## config.mk

```make
export PLATFORM = sky130hd
export DESIGN_NAME = branch_resolver
export DESIGN_NICKNAME = d
export VERILOG_FILES = /design/src/rtl/branch_resolver_pkg.sv /design/src/rtl/branch_resolver_SaturatingCounter.sv /design/src/rtl/branch_resolver.sv
export SDC_FILE = /design/constraint.sdc
export NUM_CORES = 1
export LEC_CHECK = 0
export CAP_MARGIN = 20
export CORE_MARGIN = 4
export CORE_UTILIZATION = 30
export DETAILED_ROUTE_END_ITERATION = 8
export GPL_TIMING_DRIVEN = 0
export MAX_ROUTING_LAYER = met4
export PLACE_DENSITY = 0.57
export SLEW_MARGIN = 20
export SYNTH_ARGS = -nofsm -noshare
export SYNTH_HDL_FRONTEND = slang
export SYNTH_SLANG_ARGS = --single-unit
export TNS_END_PERCENT = 50
```

## constraint.sdc

```tcl
create_clock -name i_clock -period 3.56 [get_ports i_clock]
set_clock_uncertainty 0.1 [all_clocks]
set_input_delay 0.534 -clock i_clock [delete_from_list [all_inputs] [get_ports i_clock]]
set_output_delay 0.534 -clock i_clock [all_outputs]
set_load 0.005 [all_outputs]
```

## src/rtl/branch_resolver_pkg.sv

```systemverilog
// Shared types and configuration for the execute-stage branch resolver.
// The taken decode lives here so the branch predictor's update path can reuse it.
package branch_resolver_pkg;

  localparam int DEFAULT_COUNTER_WIDTH = 16;

  typedef logic [31:0] InstAddr;

  typedef enum logic [2:0] {
    BEQ  = 3'd0,
    BNE  = 3'd1,
    BLT  = 3'd2,
    BGE  = 3'd3,
    BLTU = 3'd4,
    BGEU = 3'd5,
    JAL  = 3'd6,
    JALR = 3'd7
  } BranchOp;

  typedef enum logic {
    IDLE     = 1'b0,
    REDIRECT = 1'b1
  } ResolverState;

  function automatic logic isBranchTaken(
    input BranchOp op,
    input logic    isEqual,
    input logic    isLessSigned,
    input logic    isLessUnsigned
  );
    logic taken;
    // NOTE: a default before the case keeps every path assigned, so no latch can appear.
    taken = 1'b1;
    case (op)
      BEQ:       taken = isEqual;
      BNE:       taken = !isEqual;
      BLT:       taken = isLessSigned;
      BGE:       taken = !isLessSigned;
      BLTU:      taken = isLessUnsigned;
      BGEU:      taken = !isLessUnsigned;
      JAL, JALR: taken = 1'b1;
      default:   taken = 1'b1;
    endcase
    return taken;
  endfunction

endpackage

```

## src/rtl/branch_resolver_SaturatingCounter.sv

```systemverilog
// Counter that sticks at all-ones; a synchronous clear wins over an increment.
module branch_resolver_SaturatingCounter #(
  parameter int WIDTH = 16
) (
  input  logic             i_clock,
  input  logic             i_reset,
  input  logic             i_increment,
  input  logic             i_clear,
  output logic [WIDTH-1:0] o_count
);

  // NOTE: sequential state uses non-blocking assignments so every flop samples pre-edge values.
  always_ff @(posedge i_clock or negedge i_reset) begin
    if (!i_reset) begin
      o_count <= '0;
    end else if (i_clear) begin
      o_count <= '0;
    end else if (i_increment && (o_count != '1)) begin
      o_count <= o_count + WIDTH'(1);
    end
  end

endmodule

```

## src/rtl/branch_resolver.sv

```systemverilog
// Execute-stage branch resolution: taken decode, mispredict detection, registered
// redirect handshake to fetch with a one-cycle flush, and saturating perf counters.
module branch_resolver
  import branch_resolver_pkg::*;
#(
  parameter int COUNTER_WIDTH = DEFAULT_COUNTER_WIDTH
) (
  input  logic                     i_clock,
  input  logic                     i_reset,
  input  logic                     i_valid,
  output logic                     o_ready,
  input  logic [2:0]               i_op,
  input  logic                     i_isEqual,
  input  logic                     i_isLessSigned,
  input  logic                     i_isLessUnsigned,
  input  logic [31:0]              i_pc,
  input  logic [31:0]              i_target,
  input  logic                     i_predictedTaken,
  input  logic [31:0]              i_predictedTarget,
  output logic                     o_redirectValid,
  input  logic                     i_redirectReady,
  output logic [31:0]              o_redirectAddr,
  output logic                     o_flush,
  input  logic                     i_clearCounters,
  output logic [COUNTER_WIDTH-1:0] o_branchCount,
  output logic [COUNTER_WIDTH-1:0] o_mispredictCount
);

  ResolverState state;
  BranchOp      op;
  InstAddr      alignedTarget;
  InstAddr      actualNextPc;
  logic         taken;
  logic         mispredict;
  logic         accept;
  logic         readyReg;

  assign op     = BranchOp'(i_op);
  assign accept = i_valid && readyReg;

  always_comb begin
    alignedTarget = i_target;
    if (op == JALR) begin
      alignedTarget[0] = 1'b0;
    end
    taken        = isBranchTaken(op, i_isEqual, i_isLessSigned, i_isLessUnsigned);
    actualNextPc = taken ? alignedTarget : i_pc + 32'd4;
    mispredict   = (taken != i_predictedTaken) || (actualNextPc != i_predictedTarget);
  end

  // Ready is a register driven by the state machine alone, so fetch-side
  // handshake inputs never reach o_ready combinationally.
  always_ff @(posedge i_clock or negedge i_reset) begin
    if (!i_reset) begin
      state           <= IDLE;
      readyReg        <= 1'b1;
      o_redirectValid <= 1'b0;
      o_flush         <= 1'b0;
      o_redirectAddr  <= '0;
    end else begin
      o_flush <= 1'b0;
      case (state)
        IDLE: begin
          if (accept && mispredict) begin
            state           <= REDIRECT;
            readyReg        <= 1'b0;
            o_redirectValid <= 1'b1;
            o_flush         <= 1'b1;
            o_redirectAddr  <= actualNextPc;
          end
        end
        REDIRECT: begin
          if (i_redirectReady) begin
            state           <= IDLE;
            readyReg        <= 1'b1;
            o_redirectValid <= 1'b0;
          end
        end
        default: begin
          state           <= IDLE;
          readyReg        <= 1'b1;
          o_redirectValid <= 1'b0;
        end
      endcase
    end
  end

  assign o_ready = readyReg;

  branch_resolver_SaturatingCounter #(.WIDTH(COUNTER_WIDTH)) branchCounter (
    .i_clock     (i_clock),
    .i_reset     (i_reset),
    .i_increment (accept),
    .i_clear     (i_clearCounters),
    .o_count     (o_branchCount)
  );

  branch_resolver_SaturatingCounter #(.WIDTH(COUNTER_WIDTH)) mispredictCounter (
    .i_clock     (i_clock),
    .i_reset     (i_reset),
    .i_increment (accept && mispredict),
    .i_clear     (i_clearCounters),
    .o_count     (o_mispredictCount)
  );

endmodule
```

# Yosys cells after proc, flatten, opt, wreduce, memory -nomap -nowiden
# Index checks and enable logic that the tools add are counted.
[totals] ff_bits=68 in_bits=108 output_inout_bits=67
[classes] n_reduce_logical=14 n_addsub=3 n_bitwise=1 eq_ne=13 n_mux=17
[ops] op="two-way mux 16 bit" n=4
[ops] op="adder 16 x 1 -> 16 bit, second input constant" n=2
[ops] op="adder 32 x 3 -> 32 bit, second input constant" n=1
[ops] op="two-way mux 32 bit" n=1
[ops] op="!= test 16 bit, second input constant" n=2
[ops] op="!= test 32 bit" n=1
[ops] op="== test 3 bit, second input constant" n=4
[ops] op="two-way mux 1 bit" n=8
[ops] op="one-hot mux 1 bit (7 select lines)" n=1
[ops] op="== test 3 x 2 -> 1 bit, second input constant" n=2
[ops] op="one-hot mux 1 bit (2 select lines)" n=3
[ops] op="logical AND 1 bit" n=4
[ops] op="AND reduction 2 bit" n=2
[ops] op="nonzero test 2 bit" n=2
[ops] op="== test 3 x 1 -> 1 bit, second input constant" n=1
[ops] op="logical NOT 1 bit" n=3
[ops] op="logical NOT 3 bit" n=1
[ops] op="!= test 2 x 1 -> 1 bit, second input constant" n=1
[ops] op="!= test 2 bit, second input constant" n=1
[ops] op="OR reduction 2 bit" n=1
[ops] op="logical OR 1 bit" n=1
[ops] op="!= test 1 bit" n=1
[ops] op="inverter 1 bit" n=1

# Depth between registers and ports, before layout
[logic_depth] depth_word=10 mapped_depth=14 mapped_depth_nobuf=11

# Hierarchy
# Synthesis repeated with hierarchy kept, for this count alone.
[unflattened] cells_unflattened=631 hier_area_um2=5481.5
[modules_own_cells] module="branch_resolver" n_inst=1 seq_area_each_um2=902.1 area_each_um2=3597.2 cells_each=435
[modules_own_cells] module="branch_resolver_SaturatingCounter" n_inst=2 seq_area_each_um2=400.4 area_each_um2=942.2 cells_each=98

# Least setup slack after synthesis
# Ideal clock, no wire load.
[synth_path] kind="input port to flip-flop" start="input port i_pc[2]" end="register o_redirectAddr[10]" setup_ps=127 n_path_buf=2 arrival_ps=3628 stages=13 slack_ps=-295 cell_sequence="ha_1 > and4_1 > nand2_1 > or4_1 > a31oi_1 > xnor2_1 > o2111ai_1 > a2111o_1 > or4_1 > buf_2 > nand3_4 > buf_6 > mux2_1"
[synth_via] elab_chain_cells=6
[synth_rtl] item="from (decl)" line_no="branch_resolver.sv:16" text="input logic [31:0] i_pc,"
[synth_rtl] item="adder 32 x 3 -> 32 bit *" line_no="branch_resolver.sv:47" text="actualNextPc = taken ? alignedTarget : i_pc + 32'd4;"
[synth_rtl] item="two-way mux 32 bit *" line_no="branch_resolver.sv:47"
[synth_rtl] item="!= test 32 bit" line_no="branch_resolver.sv:48" text="mispredict = (taken != i_predictedTaken) || (actualNextPc != i_predictedTarget);"
[synth_rtl] item="logical OR 1 bit" line_no="branch_resolver.sv:48"
[synth_rtl] item="logical AND 1 bit" line_no="branch_resolver.sv:64" text="if (accept && mispredict) begin"
[synth_rtl] item="AND reduction 2 bit (no line)"
[synth_rtl] item="to (signal assigned)" line_no="branch_resolver.sv:69" text="o_redirectAddr <= actualNextPc;"
[synth_rtl] item="to (decl)" line_no="branch_resolver.sv:22" text="output logic [31:0] o_redirectAddr,"
# Every way passes the cells marked *; elsewhere a longest branch is shown, timed or not.
# A chain may end at the register's enable or synchronous reset.

# Worst setup path after layout
[layout_path] start="input port i_op[1]" end="register o_redirectAddr[22]"
[layout_via] elab_chain_cells=8 word_cells_on_any_way=17
[layout_rtl] item="from (decl)" line_no="branch_resolver.sv:12" text="input logic [2:0] i_op,"
[layout_rtl] item="== test 3 bit (on tied branches)" line_no="branch_resolver_pkg.sv:34, branch_resolver.sv:43"
[layout_rtl] item="OR reduction 2 bit" line_no="branch_resolver_pkg.sv:34" text="case (op)"
[layout_rtl] item="one-hot mux 1 bit (7 select lines)" line_no="branch_resolver_pkg.sv:34"
[layout_rtl] item="two-way mux 32 bit" line_no="branch_resolver.sv:47"
[layout_rtl] item="!= test 32 bit" line_no="branch_resolver.sv:48"
[layout_rtl] item="logical OR 1 bit" line_no="branch_resolver.sv:48"
[layout_rtl] item="logical AND 1 bit" line_no="branch_resolver.sv:64"
[layout_rtl] item="AND reduction 2 bit (no line)"
# Several ways; a longest one is shown, not always the timed one.

==> tab_implementation.tex <==
\begin{tabular}{lr}
\hline
Metric & Value \\
\hline
\multicolumn{2}{l}{\textbf{Placement}} \\
\quad Half-perimeter wire length after placement & 15,840 um \\
\quad \# port buffers & 174 \\
\quad Routability Congestion & 0.9217 \\
\quad Worst setup slack after placement & -1906 ps \\
\multicolumn{2}{l}{\textbf{Global routing}} \\
\quad Total global-route track usage & 22.76\% \\
\quad Number of global-route vias before repair & 5,575 \\
\quad Global route overflow & 0 \\
\quad First-pass GRT wire length & 31,330 um \\
\quad Largest net degree at the start of global routing & 55 \\
\quad Number of antenna violations at the first check in global routing & 1 \\
\multicolumn{2}{l}{\textbf{Layout}} \\
\quad Fraction of layout instances using a drive strength above 1 & 22.51\% \\
\quad Most frequent standard cell in the layout excluding fill and tap cells & sky130\_fd\_sc\_hd\_\_clkdlybuf4s50\_1 \\
\quad Utilization after layout & 50.83\% \\
\quad Net count of the finished layout & 910 \\
\quad Number of inserted filler cells in the final layout & 1,491 \\
\quad Commonest cells after routing, fill and taps aside & 139 x sky130\_fd\_sc\_hd\_\_clkdlybuf4s50\_1, 67 x sky130\_fd\_sc\_hd\_\_dfrtp\_1, 45 x sky130\_fd\_sc\_hd\_\_nand2\_1, 45 x sky130\_fd\_sc\_hd\_\_nor2\_1, 33 x sky130\_fd\_sc\_hd\_\_inv\_1 \\
\quad Area added between synthesis and finish & 63.96\% \\
\multicolumn{2}{l}{\textbf{Power}} \\
\quad Power per Cell Area & 441.7 nW/um\^{}2 \\
\quad Leakage power & 3.478 nW \\
\quad Final Power & 3.618 mW \\
\quad Worst-case vdd ir drop & 0.3516 mV \\
\multicolumn{2}{l}{\textbf{Synth}} \\
\quad Synth Flop Type & sky130\_fd\_sc\_hd\_\_dfrtp\_1 \\
\quad Main combinational cell family by area after synthesis & simple AND/OR/NAND/NOR gates \\
\quad Post-synth top area cell & sky130\_fd\_sc\_hd\_\_dfrtp\_1 \\
\quad Cell types with the largest area share after synthesis & sky130\_fd\_sc\_hd\_\_dfrtp\_1 34\%, sky130\_fd\_sc\_hd\_\_xnor2\_1 6.1\%, sky130\_fd\_sc\_hd\_\_xor2\_1 4.9\% \\
\quad Average cell area after synthesis & 8.659 um\^{}2 \\
\quad Basic-gate share of the synthesized area counting and, or, nand and nor cells & 25.42\% \\
\quad Mapped Area & 4996 um\^{}2 \\
\quad Multiplexer share of the synthesized area & 10.52\% \\
\quad Cells after Synth & 577 \\
\quad Synthesized-area fraction occupied by adder cells & 0.7513\% \\
\quad Async set-or-reset flop fraction in the synthesized netlist & 100.0\% \\
\quad Warning count from the yosys run & 0 \\
\quad Flip-flop and latch count after synthesis & 68 \\
\quad Register area share after synthesis & 34.08\% \\
\quad Top-area cell type share of the netlist area & 33.56\% \\
\quad Syn Nets & 688 \\
\quad Count of flip-flops with a built-in enable after synthesis & 0 \\
\quad Synthesized-area fraction occupied by ao, oa, aoi and oai cells & 12.97\% \\
\quad Post-synthesis cell type count & 59 \\
\quad Synthesized-area fraction occupied by xor and xnor cells & 11.04\% \\
\multicolumn{2}{l}{\textbf{Routing}} \\
\quad Average wire per standard cell & 20.34 um \\
\quad Routed WL & 20,770 um \\
\quad Count of unresolved DRC violations after routing & 0 \\
\quad Iter 0 DRT Violations & 373 \\
\quad Routed vias/inst & 5.313 \\
\quad First-pass DRT Iterations & 5 \\
\quad Remaining antenna violation count & 0 \\
\quad Total via count after detailed routing & 5,425 \\
\multicolumn{2}{l}{\textbf{Timing}} \\
\quad Least-Margin Pin Slew & 924.9 ps \\
\quad Total negative slack & -2979 ps \\
\quad Smallest hold slack & 410.6 ps \\
\quad Number of failing setup endpoints in the final timing report & 36 \\
\quad Final setup slack of the worst path & -127.4 ps \\
\quad Tcrit/Tclk final & 103.6\% \\
\quad Hold Vio Cnt, Final & 0 \\
\quad Maximum clock frequency & 271.2 MHz \\
\quad Unrepaired setup endpoints after global routing & yes \\
\quad Final worst path period need & 3687 ps \\
\quad Max\_slew headroom & 38.05\% \\
\quad Slew Limit Fails & 0 \\
\multicolumn{2}{l}{\textbf{Worst setup path}} \\
\quad Maximum net fanout on the critical path & 6 \\
\quad CP Launch Type & input port \\
\quad Arrival time at the worst endpoint & 3810 ps \\
\quad Critical path launch point & i\_op[1] \\
\quad Endpoint kind of the worst setup timing path & flop \\
\quad Startpoint of the worst-slack reg-to-reg timing path & branchCounter.o\_count[7]\$\_DFFE\_PN0P\_ \\
\quad CP Class & input port to flop \\
\quad Data required, critical path & 3680 ps \\
\multicolumn{2}{l}{\textbf{Clocking}} \\
\quad Clock insertion delay at the later pin of the skew report & 340 ps \\
\quad Clock Tree Buf Depth & 2 \\
\quad CTS clk-pin slew, worst paths & 60 ps \\
\quad CTS Buf Count & 9 \\
\quad Max H-tree Level & 3 \\
\quad CTS tree & yes \\
\quad Num Clock Sinks & 68 \\
\quad Cell chosen for the clock root & sky130\_fd\_sc\_hd\_\_clkbuf\_16 \\
\multicolumn{2}{l}{\textbf{Floorplanning}} \\
\quad Die span in y & 137.1 um \\
\quad Cell Rows & 46 \\
\quad X dimension of the die & 137.1 um \\
\quad Initial cell density of the core & 31.00\% \\
\quad Die Outline Area & 18,780 um\^{}2 \\
\quad Ports placed on the boundary & 175 \\
\quad Core Footprint & 16,120 um\^{}2 \\
\multicolumn{2}{l}{\textbf{Hold path}} \\
\quad Hold Path Class & flop to flop \\
\quad Startpoint of the lowest-slack hold path & o\_redirectAddr[29]\$\_DFFE\_PN0P\_ \\
\multicolumn{2}{l}{\textbf{Flow run}} \\
\quad Number of max-cap violations & 0 \\
\multicolumn{2}{l}{\textbf{Run status}} \\
\quad Violations in the final reports & negative setup slack \\
\quad Outcome & complete, but fails checks \\
\hline
\end{tabular}
path summary, 6_finish.rpt:
kind / end / slack (ps) / cells past startpoint
min: o_redirectAddr[29]$_DFFE_PN0P_ / 410 / 1
max: o_redirectAddr[22]$_DFFE_PN0P_ / -130 / 14
max reg2reg: branchCounter.o_count[9]$_DFFE_PN0P_ / 490 / 10
min in group asynchronous: branchCounter.o_count[13]$_DFFE_PN0P_ / 490 / 2
max in group asynchronous: o_ready$_DFFE_PN1P_ / 2270 / 3
min reg2reg: o_redirectAddr[29]$_DFFE_PN0P_ / 410 / 1
power by group:
group / total [mW] / switching (mW) / internal, mW
registers: 1.11 / 0.124 / 0.984
logic: 1.56 / 0.618 / 0.943
clock network: 0.949 / 0.367 / 0.582
synthesized netlist by cell type (2+ instances only):
cell                        number
sky130_fd_sc_hd__xor2_1         28
sky130_fd_sc_hd__nand3b_1        3
sky130_fd_sc_hd__a211oi_1        2
sky130_fd_sc_hd__inv_1          33
sky130_fd_sc_hd__nand3_1        28
sky130_fd_sc_hd__nor2b_1        12
sky130_fd_sc_hd__and4_1         11
sky130_fd_sc_hd__and3_1         19
sky130_fd_sc_hd__o2bb2ai_1       2
sky130_fd_sc_hd__dfrtp_1        67
sky130_fd_sc_hd__mux2_1         20
sky130_fd_sc_hd__or4_1           8
sky130_fd_sc_hd__a21oi_1        19
sky130_fd_sc_hd__nor2_1         46
sky130_fd_sc_hd__o2111ai_1       2
sky130_fd_sc_hd__o21ai_1         2
sky130_fd_sc_hd__o221ai_1        2
sky130_fd_sc_hd__o211ai_1        4
sky130_fd_sc_hd__and2_0          2
sky130_fd_sc_hd__nand2_1        46
sky130_fd_sc_hd__o31ai_1         7
sky130_fd_sc_hd__a32oi_1         2
sky130_fd_sc_hd__nor3_1         15
sky130_fd_sc_hd__clkbuf_1       12
sky130_fd_sc_hd__mux2_2         12
sky130_fd_sc_hd__o22ai_1         3
sky130_fd_sc_hd__buf_2           7
sky130_fd_sc_hd__or3_1           8
sky130_fd_sc_hd__nor3b_1         6
sky130_fd_sc_hd__and2_1          5
sky130_fd_sc_hd__o21ai_0        33
sky130_fd_sc_hd__nand2b_1        3
sky130_fd_sc_hd__a31oi_1         9
sky130_fd_sc_hd__o32ai_1         2
sky130_fd_sc_hd__xnor2_1        35
sky130_fd_sc_hd__ha_1            3
sky130_fd_sc_hd__nand4_1        15
sky130_fd_sc_hd__buf_6           3
sky130_fd_sc_hd__a32o_1          2
sky130_fd_sc_hd__mux2i_1        15
sky130_fd_sc_hd__nor4_1          6
cells by family (layout without fill, tap and decap cells):
kind of cell | after synthesis | after routing
and+or+nand+nor | 237 | 237
AOI/OAI and AO/OA | 101 | 101
DFF | 68 | 68
xor gates and xnor gates | 63 | 63
buffers and inverters | 57 | 284
muxes | 48 | 48
adders and majority gates | 3 | 3
other | 0 | 1
stage by stage:
step	area, um^2	instances
detailed placement	7107	968
global placement	7082	967
CTS	8169	1020
finish	8192	1021
floorplan	5070	577
global route	8192	1021
cell type report:
| class | count | area (um^2) | share of cell area (%) |
|---|---|---|---|
| Multi-Input combinational cell | 452 | 3450 | 42.11 |
| Timing Repair Buffer | 213 | 2092 | 25.54 |
| Sequential cell | 68 | 1703 | 20.79 |
| Tap cell | 216 | 270.3 | 3.299 |
| Clock buffer | 11 | 252.7 | 3.085 |
| Buffer | 22 | 239.0 | 2.917 |
| Inverter | 33 | 123.9 | 1.512 |
| Clock inverter | 5 | 58.81 | 0.7179 |
| Antenna cell | 1 | 2.502 | 0.03055 |
state kept, by name (all words and copies together), names as in the netlist:
signal and count:
branchCounter.o_count 16, o_redirectValid 1, o_ready 1, o_flush 1, mispredictCounter.o_count 16, state 1
o_redirectAddr 32
repair_timing:
| action | in CTS | in global routing |
|---|---|---|
| pin swaps | 36 | 14 |
| hold buffers | 1 | 0 |
| setup endpoints to repair | 52 | 47 |
| resized for setup | 224 | 20 |
| cloned | 5 | 0 |
| endpoints found under the hold margin | 14 | 0 |
| buffers inserted | 32 | 2 |
metal layers:
layer  wire, um  share of wire [%]  up-vias  track usage, %
met5          0                  0        -               -
met4        877                4.2        0           9.701
met3       1338                6.4       46           4.118
met2       9518                 46      245           35.56
met1       9033                 43     2601           28.98
li1           -                  -     2533               -
worst max-delay path, cell delays in order:
cell,delay [ps]
sky130_fd_sc_hd__buf_6,100
sky130_fd_sc_hd__mux2_4,310
sky130_fd_sc_hd__a32o_2,230
sky130_fd_sc_hd__or2_4,290
sky130_fd_sc_hd__buf_12,160
sky130_fd_sc_hd__a31oi_4,210
sky130_fd_sc_hd__xnor2_2,140
sky130_fd_sc_hd__o2111ai_2,150
sky130_fd_sc_hd__a2111o_1,440
sky130_fd_sc_hd__or4_4,540
sky130_fd_sc_hd__nand3_4,140
sky130_fd_sc_hd__buf_12,130
sky130_fd_sc_hd__buf_12,130
sky130_fd_sc_hd__mux2_4,290
Power figures use the tool's default switching activity.
